==> src/rtl/codec_cfg_seq.sv <==
// codec_cfg_seq: walks a table of I2C write words through the codec I2C master.
// Optional macro CFG_RETRY_EN enables per-command retries on NAK/timeout.
module codec_cfg_seq #(
    parameter int NUM_CMDS   = 11,
    parameter int DATA_W     = 16,
    parameter int POR_DLY    = 1024,
    parameter int GAP_CYCLES = 64,
    parameter int TIMEOUT    = 65536,
    parameter int MAX_RETRY  = 3,
    localparam int IDX_W     = (NUM_CMDS > 1) ? $clog2(NUM_CMDS) : 1
) (
    input  logic                       clk,
    input  logic                       rst_n,
    input  logic                       start,
    input  logic [NUM_CMDS*DATA_W-1:0] cmd_table,
    input  logic                       i2c_done,
    input  logic                       i2c_err,
    output logic [DATA_W-1:0]          cmd,
    output logic                       wrt,
    output logic                       busy,
    output logic                       cfg_done,
    output logic                       cfg_err,
    output logic [IDX_W-1:0]           err_idx
);

    localparam int CNT_A   = (POR_DLY > GAP_CYCLES) ? POR_DLY : GAP_CYCLES;
    localparam int CNT_MAX = (CNT_A > TIMEOUT) ? CNT_A : TIMEOUT;
    localparam int CNT_W   = $clog2(CNT_MAX + 1);

    localparam logic [CNT_W-1:0] POR_LAST =
        CNT_W'((POR_DLY > 0) ? POR_DLY - 1 : 0);
    localparam logic [CNT_W-1:0] GAP_LAST =
        CNT_W'((GAP_CYCLES > 0) ? GAP_CYCLES - 1 : 0);
    localparam logic [CNT_W-1:0] TMO_LAST =
        CNT_W'((TIMEOUT > 0) ? TIMEOUT - 1 : 0);
    localparam logic [IDX_W-1:0] LAST_IDX = IDX_W'(NUM_CMDS - 1);

`ifdef CFG_RETRY_EN
    localparam int RTY_W = (MAX_RETRY > 0) ? $clog2(MAX_RETRY + 1) : 1;
    localparam logic [RTY_W-1:0] RTY_MAX = RTY_W'(MAX_RETRY);
    logic [RTY_W-1:0] rty;
`endif

    typedef enum logic [2:0] {
        S_POR,
        S_ISSUE,
        S_WAIT,
        S_GAP,
        S_DONE,
        S_FAIL
    } state_t;

    state_t            state;
    logic [CNT_W-1:0]  cnt;
    logic [IDX_W-1:0]  idx;
    logic [DATA_W-1:0] tbl [NUM_CMDS];

    for (genvar i = 0; i < NUM_CMDS; i++) begin : g_tbl
        assign tbl[i] = cmd_table[i*DATA_W +: DATA_W];
    end

    // Sequencer: wrt and cmd are loaded on every entry into ISSUE so the
    // pulse lines up with the ISSUE cycle; cnt is POR delay, gap and timer.
    always_ff @(posedge clk or negedge rst_n) begin
        if (!rst_n) begin
            state    <= S_POR;
            cnt      <= '0;
            idx      <= '0;
            cmd      <= '0;
            wrt      <= 1'b0;
            busy     <= 1'b1;
            cfg_done <= 1'b0;
            cfg_err  <= 1'b0;
            err_idx  <= '0;
`ifdef CFG_RETRY_EN
            rty      <= '0;
`endif
        end else begin
            wrt <= 1'b0;
            unique case (state)
                S_POR: begin
                    if (cnt == POR_LAST) begin
                        cnt   <= '0;
                        state <= S_ISSUE;
                        wrt   <= 1'b1;
                        cmd   <= tbl[idx];
                    end else begin
                        cnt <= cnt + 1'b1;
                    end
                end
                S_ISSUE: begin
                    cnt   <= cnt + 1'b1;
                    state <= S_WAIT;
                end
                S_WAIT: begin
                    if (i2c_done && !i2c_err) begin
`ifdef CFG_RETRY_EN
                        rty <= '0;
`endif
                        cnt <= '0;
                        if (idx == LAST_IDX) begin
                            state    <= S_DONE;
                            busy     <= 1'b0;
                            cfg_done <= 1'b1;
                        end else begin
                            idx <= idx + 1'b1;
                            if (GAP_CYCLES == 0) begin
                                state <= S_ISSUE;
                                wrt   <= 1'b1;
                                cmd   <= tbl[idx + 1'b1];
                            end else begin
                                state <= S_GAP;
                            end
                        end
                    end else if (i2c_done || cnt >= TMO_LAST) begin
                        cnt <= '0;
`ifdef CFG_RETRY_EN
                        if (rty == RTY_MAX) begin
                            state   <= S_FAIL;
                            busy    <= 1'b0;
                            cfg_err <= 1'b1;
                            err_idx <= idx;
                        end else begin
                            rty <= rty + 1'b1;
                            if (GAP_CYCLES == 0) begin
                                state <= S_ISSUE;
                                wrt   <= 1'b1;
                                cmd   <= tbl[idx];
                            end else begin
                                state <= S_GAP;
                            end
                        end
`else
                        state   <= S_FAIL;
                        busy    <= 1'b0;
                        cfg_err <= 1'b1;
                        err_idx <= idx;
`endif
                    end else begin
                        cnt <= cnt + 1'b1;
                    end
                end
                S_GAP: begin
                    if (cnt == GAP_LAST) begin
                        cnt   <= '0;
                        state <= S_ISSUE;
                        wrt   <= 1'b1;
                        cmd   <= tbl[idx];
                    end else begin
                        cnt <= cnt + 1'b1;
                    end
                end
                S_DONE, S_FAIL: begin
                    if (start) begin
                        cfg_done <= 1'b0;
                        cfg_err  <= 1'b0;
                        busy     <= 1'b1;
                        idx      <= '0;
                        cnt      <= '0;
`ifdef CFG_RETRY_EN
                        rty      <= '0;
`endif
                        if (GAP_CYCLES == 0) begin
                            state <= S_ISSUE;
                            wrt   <= 1'b1;
                            cmd   <= tbl[0];
                        end else begin
                            state <= S_GAP;
                        end
                    end
                end
                default: begin
                    state <= S_POR;
                    cnt   <= '0;
                end
            endcase
        end
    end

endmodule

==> config.mk <==
export PLATFORM = sky130hd
export DESIGN_NAME = codec_cfg_seq
export DESIGN_NICKNAME = d
export VERILOG_FILES = /design/src/rtl/codec_cfg_seq.sv
export SDC_FILE = /design/constraint.sdc
export NUM_CORES = 1
export LEC_CHECK = 0
export CAP_MARGIN = 25
export CORE_ASPECT_RATIO = 0.6
export CORE_UTILIZATION = 43
export DETAILED_ROUTE_END_ITERATION = 8
export PLACE_DENSITY = 0.86
export SLEW_MARGIN = 25
export SYNTH_ARGS = -nofsm -noshare
export SYNTH_HDL_FRONTEND = slang
export SYNTH_SLANG_ARGS = --single-unit
==> constraint.sdc <==
create_clock -name clk -period 6.5 [get_ports clk]
set_input_delay 0.65 -clock clk [delete_from_list [all_inputs] [get_ports clk]]
set_output_delay 0.65 -clock clk [all_outputs]
set_load 0.005 [all_outputs]
# After elaboration in Yosys (flattened, before gate mapping)
# Cells that the tools add are included.
dict set report totals {
  regBits 48
  input_bits 181
  elab_cells 85
}
dict set report op_classes {
  addsub 2
  magnitude_cmp 2
  eq_ne 18
  mux 38
  bitwise_logic 2
  reduce_logical 14
}
# cell n
set ops {}
lappend ops {{$mux 17} 5}
lappend ops {{$pmux 17 s5} 1}
lappend ops {{$bmux 16 s4} 1}
lappend ops {{$mux 16} 4}
lappend ops {{$pmux 16 s2} 1}
lappend ops {{$reduce_and 4->1} 5}
lappend ops {{$mux 3} 6}
lappend ops {{$add 17x1->17 const B} 1}
lappend ops {{$eq 17x10->1 const B} 1}
lappend ops {{$eq 17x6->1 const B} 1}
lappend ops {{$ge 17x16->1 const B} 1}
lappend ops {{$ne 2x2->1 const B} 8}
lappend ops {{$pmux 3 s5} 1}
lappend ops {{$mux 4} 3}
lappend ops {{$mux 1} 11}
lappend ops {{$pmux 1 s2} 4}
lappend ops {{$pmux 4 s2} 1}
lappend ops {{$eq 3x2->1 const B} 2}
lappend ops {{$eq 3x3->1 const B} 2}
lappend ops {{$ne 3x3->1 const B} 2}
lappend ops {{$reduce_and 3->1} 2}
lappend ops {{$ge 5x5->1 const B} 1}
lappend ops {{$not 4->5} 1}
lappend ops {{$add 4x1->4 const B} 1}
lappend ops {{other kinds (9)} 10}

# Logic depth before layout (Yosys ltp)
# Gate-level depths: netlist (run 1).
dict set report logic_depth {
  depth_word 6
  depth_mapped 13
  mapped_depth_nobuf 12
}

# Least setup slack after synthesis (run 1)
# No wires, ideal clock.
dict set report synth_path {
  path_type {register -> register}
  start {register cnt[0]}
  end {register cnt[8]}
  setup_time_ps 69
  t_arrival_ps 2796
  setup_slack_ps 3635
  stages_incl_launch_ff 14
  period_less_slack_ps 2865
  cell_sequence {dfrtp_1 ha_1 nand2_1 nor3_1 nand3_1 nor2_1 ha_1 or3_4 nor2b_4 or2_0 or4_1 clkbuf_2 or3_1 nand3_1}
}
dict set report synth_via {
  elab_chain_len 5
}
# element line_no
set synth_rtl {}
lappend synth_rtl {{start: declaration} 54} ;# logic [CNT_W-1:0] cnt;
lappend synth_rtl {{start signal: assignment} 88} ;# cnt <= cnt + 1'b1;
lappend synth_rtl {{start signal: assignment} 92} ;# cnt <= cnt + 1'b1;
lappend synth_rtl {{start signal: assignment} 140} ;# cnt <= cnt + 1'b1;
lappend synth_rtl {{$ge 17x16->1} 115} ;# end else if (i2c_done || cnt >= TMO_LAST) begin
lappend synth_rtl {{$logic_or 1x1->1} 115}
lappend synth_rtl {{$mux 17} 115}
lappend synth_rtl {{$mux 17} 96} ;# if (i2c_done && !i2c_err) begin
lappend synth_rtl {{$pmux 17 s5 *} 80} ;# unique case (state)
# Every way passes the cells marked *; elsewhere a longest branch is shown, timed or not.
# A chain may end at the register's enable or synchronous reset.

# Final worst setup path (run 1)
# Ends and elaborated chain as after synthesis.

==> impl_metrics.ini, run 1 <==
[logic_synthesis]
synth_edf_count = 0
synth_ff_type = dfrtp_1
synthMuxAreaShare_pct = 24.48
ys_async_sr_fraction_pct = 100.0
yosys.area_share.simple_pct = 20.64
synth_fa_ha_area_share_pct = 1.323
synthXorXnorAreaFrac_pct = 1.158
synth_compound_area_share_pct = 16.01
synth_top_family_by_area = multiplexers
synthesis.area_um2 = 3782
synth.net_count = 615
netlist_instances = 430
ys_ff_latch = 48
synthTopCellsByArea = dfrtp_1 31%, mux2_2 11%, mux4_2 9.5%, o21ai_0 5.8%, nand2_1 5.7%
ys_seq_area_share_pct = 31.79
synth.avg_cell_area_um2 = 8.796
ys_types = 52
yosys_warnings = 0
yosysTopAreaCellShare_pct = 31.09
yosysTopAreaCell = dfrtp_1

[hold_path]
hold_path.class = input port to asynchronous set/reset pin

[pwr]
p_total_mw = 1.647
leakage_nw = 2.384
p_sw_share_pct = 38.20
p_comb_share_pct = 50.9
p_per_area_nw_per_um2 = 273.2
p_switching_mw = 0.6291
clkPwrFrac_pct = 18.6
vdd_drop_max_mv = 0.1539
p_seq_share_pct = 30.5
p_int_mw = 1.018

[layout]
final_common_cell = clkdlybuf4s50_1
final_area_um2 = 6028
final_cell_mix = 203 x clkdlybuf4s50_1, 57 x nand2_1, 45 x dfrtp_1
drive_above_1_share_pct = 13.38
finish.utilization_pct = 70.73
finalNetCount = 797
area_growth_pct = 59.38
diodes = 0

[floorplan]
pin_count = 205
initial_core_util_pct = 44.38
coreArea_um2 = 8523
die_x_um = 123.1
dieHeight_um = 74.65
rows = 26
dieArea_um2 = 9188

[clock_network]
cts_root_buf = clkbuf_16
cts_buffers = 5
htreeDepth = 2
clk_pin_slew_ns = 0.07
post_cts_buffers = 0
postCtsHoldBufs = 0
cts_tree = built
cts_max_path_buffers = 2
cts_resized = 0
clk-insertion-delay-late_ns = 0.30
clkSinkCount = 48

[sta]
rsz0062_at_grt = false
final.setup_skew_ns = 0.01133
clock.fmax_mhz = 308.7
report.final.slew_viol_count = 0
hold_viol_final = 0
tightest_slew_ns = 0.9636
slew_headroom_pct = 35.76
finalCriticalPeriod_ns = 3.240
setup_viol = 0
setup_slack_ns = 3.260
period_share_pct = 49.84
tns_ns = 0

[placed_design]
gp_congestion = 0.9265
port_buffers = 204
hpwl_um = 10070
place_ws_ns = 3.361
place_area_um2 = 5843

[route]
drt_iter0_drc = 345
via_per_inst = 5.648
drc = 0
dr.pass1.iters = 5
routed_wirelength_um = 13100
ant_nets = 0
routedWlPerCell_um = 18.07
vias = 4095

[critical_path]
r2r_cells = 12
crit_buf_inv = 0
crit_family = simple AND/OR/NAND/NOR gates
cpPeakStageDelay_ns = 0.69
cp_slowest_cell = or4_1
crit_path_start_kind = flip-flop
r2r_start = cnt[0]
end_kind = flip-flop
r2r_slack_ns = 3.26
path_class = flip-flop to flip-flop
worstReg2RegEnd = cnt[8]
crit_end = cnt[8]
required_ns = 6.73
arrival_ns = 3.47
cp.depth = 12
path_cells = ha_1 > nand2_1 > nor3_1 > nand3_1 > nor2_1 > ha_1 > or3_4 > nor2b_4 > or2_0 > or4_1 > or3_1 > nand3_1
worstPathMaxFanout = 8
startpoint = cnt[0]

[flow_run]
drv_cap = 0

[run_status]
status = finished, final reports clean

[global_routing]
track_usage_pct = 28.83
grt_pass1_vias = 4078
grt_overflow = 0
grt_antenna_before_repair = 0
grt_max_degree = 49
grt_pass1_wl_um = 20160
==> layout make-up <==
cell class,instances,area [µm²]
clock buffers,6,138.9
clock inverters,2,38.79
fillers,647,2495
inverters,5,18.77
multi-input cells,344,2417
flip-flops and latches,48,1205
well taps,112,140.1
repair buffers,208,2069
==> synth_stat cells, types with 2 or more instances <==
cell,n
nand2_1,57
dfrtp_1,47
o21ai_0,44
mux2_2,36
nor2_1,31
a21oi_1,25
nor3_1,24
clkbuf_1,21
o22ai_1,18
mux2i_1,16
mux4_2,16
nand3_1,10
a31oi_1,9
buf_1,5
inv_1,5
nor2b_1,5
and3_1,4
ha_1,4
nor4_1,4
xnor2_1,4
nand2b_1,3
nand4_1,3
a22o_1,2
and2_1,2
buf_2,2
buf_4,2
clkbuf_8,2
nor4_2,2
or2_2,2
or3_1,2
or3_2,2
==> routing by layer <==
layer	vias to the layer above	part of all wire, %	GRT usage (%)
met5	-	0	0
met4	0	1.5	6.158
met3	30	8.9	6.742
met2	198	49	52.18
met1	1922	41	35.63
li1	1945	-	-
==> state kept, by name, summed over array words and instances, names as in the netlist <==
| signal | flops |
|---|---|
| busy | 1 |
| cfg_done | 1 |
| cfg_err | 1 |
| cmd | 16 |
| cnt | 17 |
| err_idx | 4 |
| idx | 4 |
| state | 3 |
| wrt | 1 |
==> power groups by stage <==
| stage | clock, mW | sequential (mW) | combinational, mW |
|---|---|---|---|
| 2_1_floorplan | 0 | 0.382 | 0.684 |
| 3_3_place_gp | 0 | 0.500 | 0.818 |
| 3_5_place_dp | 0 | 0.505 | 0.831 |
| 4_1_cts | 0.308 | 0.501 | 0.837 |
| 5_1_grt | 0.323 | 0.519 | 0.920 |
| 6_report | 0.307 | 0.502 | 0.838 |
==> worst register-to-register path, cell delays in order (launching register included) <==
cell     delay [ns]
dfrtp_1        0.41
ha_1           0.25
nand2_1        0.10
nor3_1         0.12
nand3_1        0.14
nor2_1         0.07
ha_1           0.19
or3_4          0.34
nor2b_4        0.15
or2_0          0.21
or4_1          0.69
or3_1          0.41
nand3_1        0.09
==> worst min-delay path by stage <==
stage,from,cells past startpoint,endpoint,slack (ns)
final,rst_n,1,cmd[14],0.37
after global routing,rst_n,1,cmd[11],0.42
after CTS,rst_n,1,cmd[12],0.39
after detailed placement,cmd[10],2,cmd[10],0.47
after global placement,cmd[6],2,cmd[6],0.46
after floorplan,rst_n,0,cfg_done,0.35
==> cells by family (layout without fill, tap and decap cells) <==
kind of cell,after synthesis,count (layout)
compound gates,107,107
xor+xnor,5,5
fa+ha+maj,4,4
buf+inv,38,221
flops,48,48
mux,68,68
simple gates,160,160
==> per-stage QoR <==
stage / hold slack, ns / std cells
after global placement: 0.4615 / 717
after detailed placement: 0.4749 / 717
final: 0.3650 / 725
after floorplan: 0.3544 / 430
after global routing: 0.4213 / 725
after CTS: 0.3947 / 725
Power figures use the tool's default switching activity.
==> run 2: changes to the inputs <==
--- a/config.mk
+++ b/config.mk
@@ -7,9 +7,9 @@
 export LEC_CHECK = 0
 export CAP_MARGIN = 25
 export CORE_ASPECT_RATIO = 0.6
-export CORE_UTILIZATION = 43
+export CORE_UTILIZATION = 40
 export DETAILED_ROUTE_END_ITERATION = 8
-export PLACE_DENSITY = 0.86
+export PLACE_DENSITY = 0.81
 export SLEW_MARGIN = 25
 export SYNTH_ARGS = -nofsm -noshare
 export SYNTH_HDL_FRONTEND = slang
==> constraint.sdc (replaced) <==
create_clock -name clk -period 3.21 [get_ports clk]
set_input_delay 0.321 -clock clk [delete_from_list [all_inputs] [get_ports clk]]
set_output_delay 0.321 -clock clk [all_outputs]
set_load 0.005 [all_outputs]
==> impl_metrics.ini, run 2 (same netlist as run 1, synthesis figures left out) <==
[run_status]
status = finished, final reports clean

[global_routing]
grt_use_met1_pct = 34.06
grt_max_degree = 52
grt_pass1_wl_um = 20640
grt_overflow = 0
track_usage_pct = 27.21
grt-busiest-layer = met2
grtUsageMet3_pct = 6.071
use_met2_pct = 47.05
grt_antenna_before_repair = 0
grt_pass1_vias = 4144

[critical_path]
r2r_cells = 12
crit_buf_inv = 0
r2r_start = cnt[0]
startpoint = cnt[0]
r2r_slack_ns = 0.22
crit_path_start_kind = flip-flop
path_class = flip-flop to flip-flop
path_cells = ha_2 > nand2_1 > nor3_1 > nand3_1 > nor2_1 > ha_1 > or3_4 > nor2b_4 > or2_0 > or4_4 > or3_1 > nand3_1
crit_top_cell = nand3_1
crit_family = simple AND/OR/NAND/NOR gates
cpPeakStageDelay_ns = 0.61
worstPathMaxFanout = 8
arrival_ns = 3.21
cp_slowest_cell = or4_4
worstReg2RegEnd = cnt[8]
end_kind = flip-flop
required_ns = 3.44

[layout]
finalNetCount = 802
diodes = 0
largest_reg_flops = 17
drive_above_1_share_pct = 14.24
final_common_cell = clkdlybuf4s50_1
fillers = 743
final_cell_mix = 203 x clkdlybuf4s50_1, 57 x nand2_1, 45 x dfrtp_1
top_regs = cnt: 17 flops, cmd: 16 flops
top_register = cnt
area_growth_pct = 60.83

[pwr]
vdd_drop_max_mv = 0.3235
clkPwrFrac_pct = 16.5
p_seq_share_pct = 28.1
p_int_mw = 2.047
p_per_area_nw_per_um2 = 545.5
p_sw_share_pct = 38.33
p_total_mw = 3.319
p_comb_share_pct = 55.5
leakage_nw = 2.400
p_switching_mw = 1.272

[clock_network]
post_cts_buffers = 0
cts_root_buf = clkbuf_16
clk-insertion-delay-late_ns = 0.29
cts_buffers = 5
htreeDepth = 2
cts_max_path_buffers = 2
clkSinkCount = 48
cts_tree = built
clk_pin_slew_ns = 0.06

[sta]
hold_slack_ns = 0.09053
hold_viol_final = 0
finalCriticalPeriod_ns = 2.987
report.final.slew_viol_count = 0
clock.fmax_mhz = 334.8
tightest_slew_ns = 0.7980
rsz0062_at_grt = false
setup_viol = 0
tns_ns = 0
period_share_pct = 93.06
slew_headroom_pct = 46.69
final.setup_skew_ns = 0.004970

[route]
vias = 4113
ant_nets = 0
routed_wirelength_um = 13130
via_per_inst = 5.499
drc = 0
dr.pass1.iters = 5
drt_iter0_drc = 285
routedWlPerCell_um = 17.56

[placed_design]
hpwl_um = 10460
gp_congestion = 0.8773
port_buffers = 204

[hold_path]
hold_path.class = input port to asynchronous set/reset pin

[flow_run]
drv_cap = 0

[floorplan]
dieArea_um2 = 9862
dieHeight_um = 77.33
pin_count = 205
rows = 27
coreArea_um2 = 9189
die_x_um = 127.5
initial_core_util_pct = 41.16
[run 2: worst max-delay path by stage]
stage | endpoint | slack (ns) | depth (start not counted)
after floorplan | cnt[8] | 0.35 | 13
after global placement | cnt[8] | 0.14 | 12
after detailed placement | cnt[8] | 0.09 | 12
after CTS | cnt[8] | 0.09 | 12
after global routing | cnt[8] | 0.04 | 12
final | cnt[8] | 0.22 | 12
[run 2: repair_timing]
item | 4_1_cts | 5_1_grt
endpoints found under the setup margin | 0 | 2
resized for setup | 0 | 2
hold buffers | 0 | 0
[run 2: layer usage]
layer | part of all wire [%] | up-vias
li1 | - | 1957
met3 | 8.1 | 18
met1 | 43 | 1961
met5 | 0 | -
met4 | 1.5 | 0
met2 | 47 | 177
[run 2: final cells by class]
type / instances / area (µm²) / share of cell area, %
Multi-Input combinational cell: 344 / 2424 / 39.84
Tap cell: 130 / 162.7 / 2.674
Clock buffer: 8 / 156.4 / 2.571
Inverter: 5 / 18.77 / 0.3085
Sequential cell: 48 / 1205 / 19.81
Timing Repair Buffer: 213 / 2117 / 34.80
[run 2: power by group through the flow]
| stage | combinational (mW) | sequential, mW | clock (mW) |
|---|---|---|---|
| after floorplan | 1.39 | 0.773 | 0 |
| after global placement | 1.79 | 0.928 | 0 |
| after detailed placement | 1.83 | 0.938 | 0 |
| after CTS | 1.83 | 0.928 | 0.559 |
| after global routing | 2.02 | 0.956 | 0.581 |
| final | 1.84 | 0.931 | 0.547 |
[run 2: metrics by stage]
step                      area [µm²]  utilization (%)  instances  worst slack (ns)
after detailed placement        5913            64.35        740           0.09373
final                           6083            66.20        748            0.2227
after global routing            6083            66.20        748           0.03647
after floorplan                 3782                -        430            0.3451
after CTS                       6070            66.05        748           0.08550
after global placement          5913            64.35        740            0.1414
[run 2: worst register-to-register path: stages (launching register included)]
cell     delay [ns]
dfrtp_1        0.42
ha_2           0.22
nand2_1        0.11
nor3_1         0.10
nand3_1        0.11
nor2_1         0.05
ha_1           0.17
or3_4          0.33
nor2b_4        0.15
or2_0          0.21
or4_4          0.61
or3_1          0.36
nand3_1        0.09
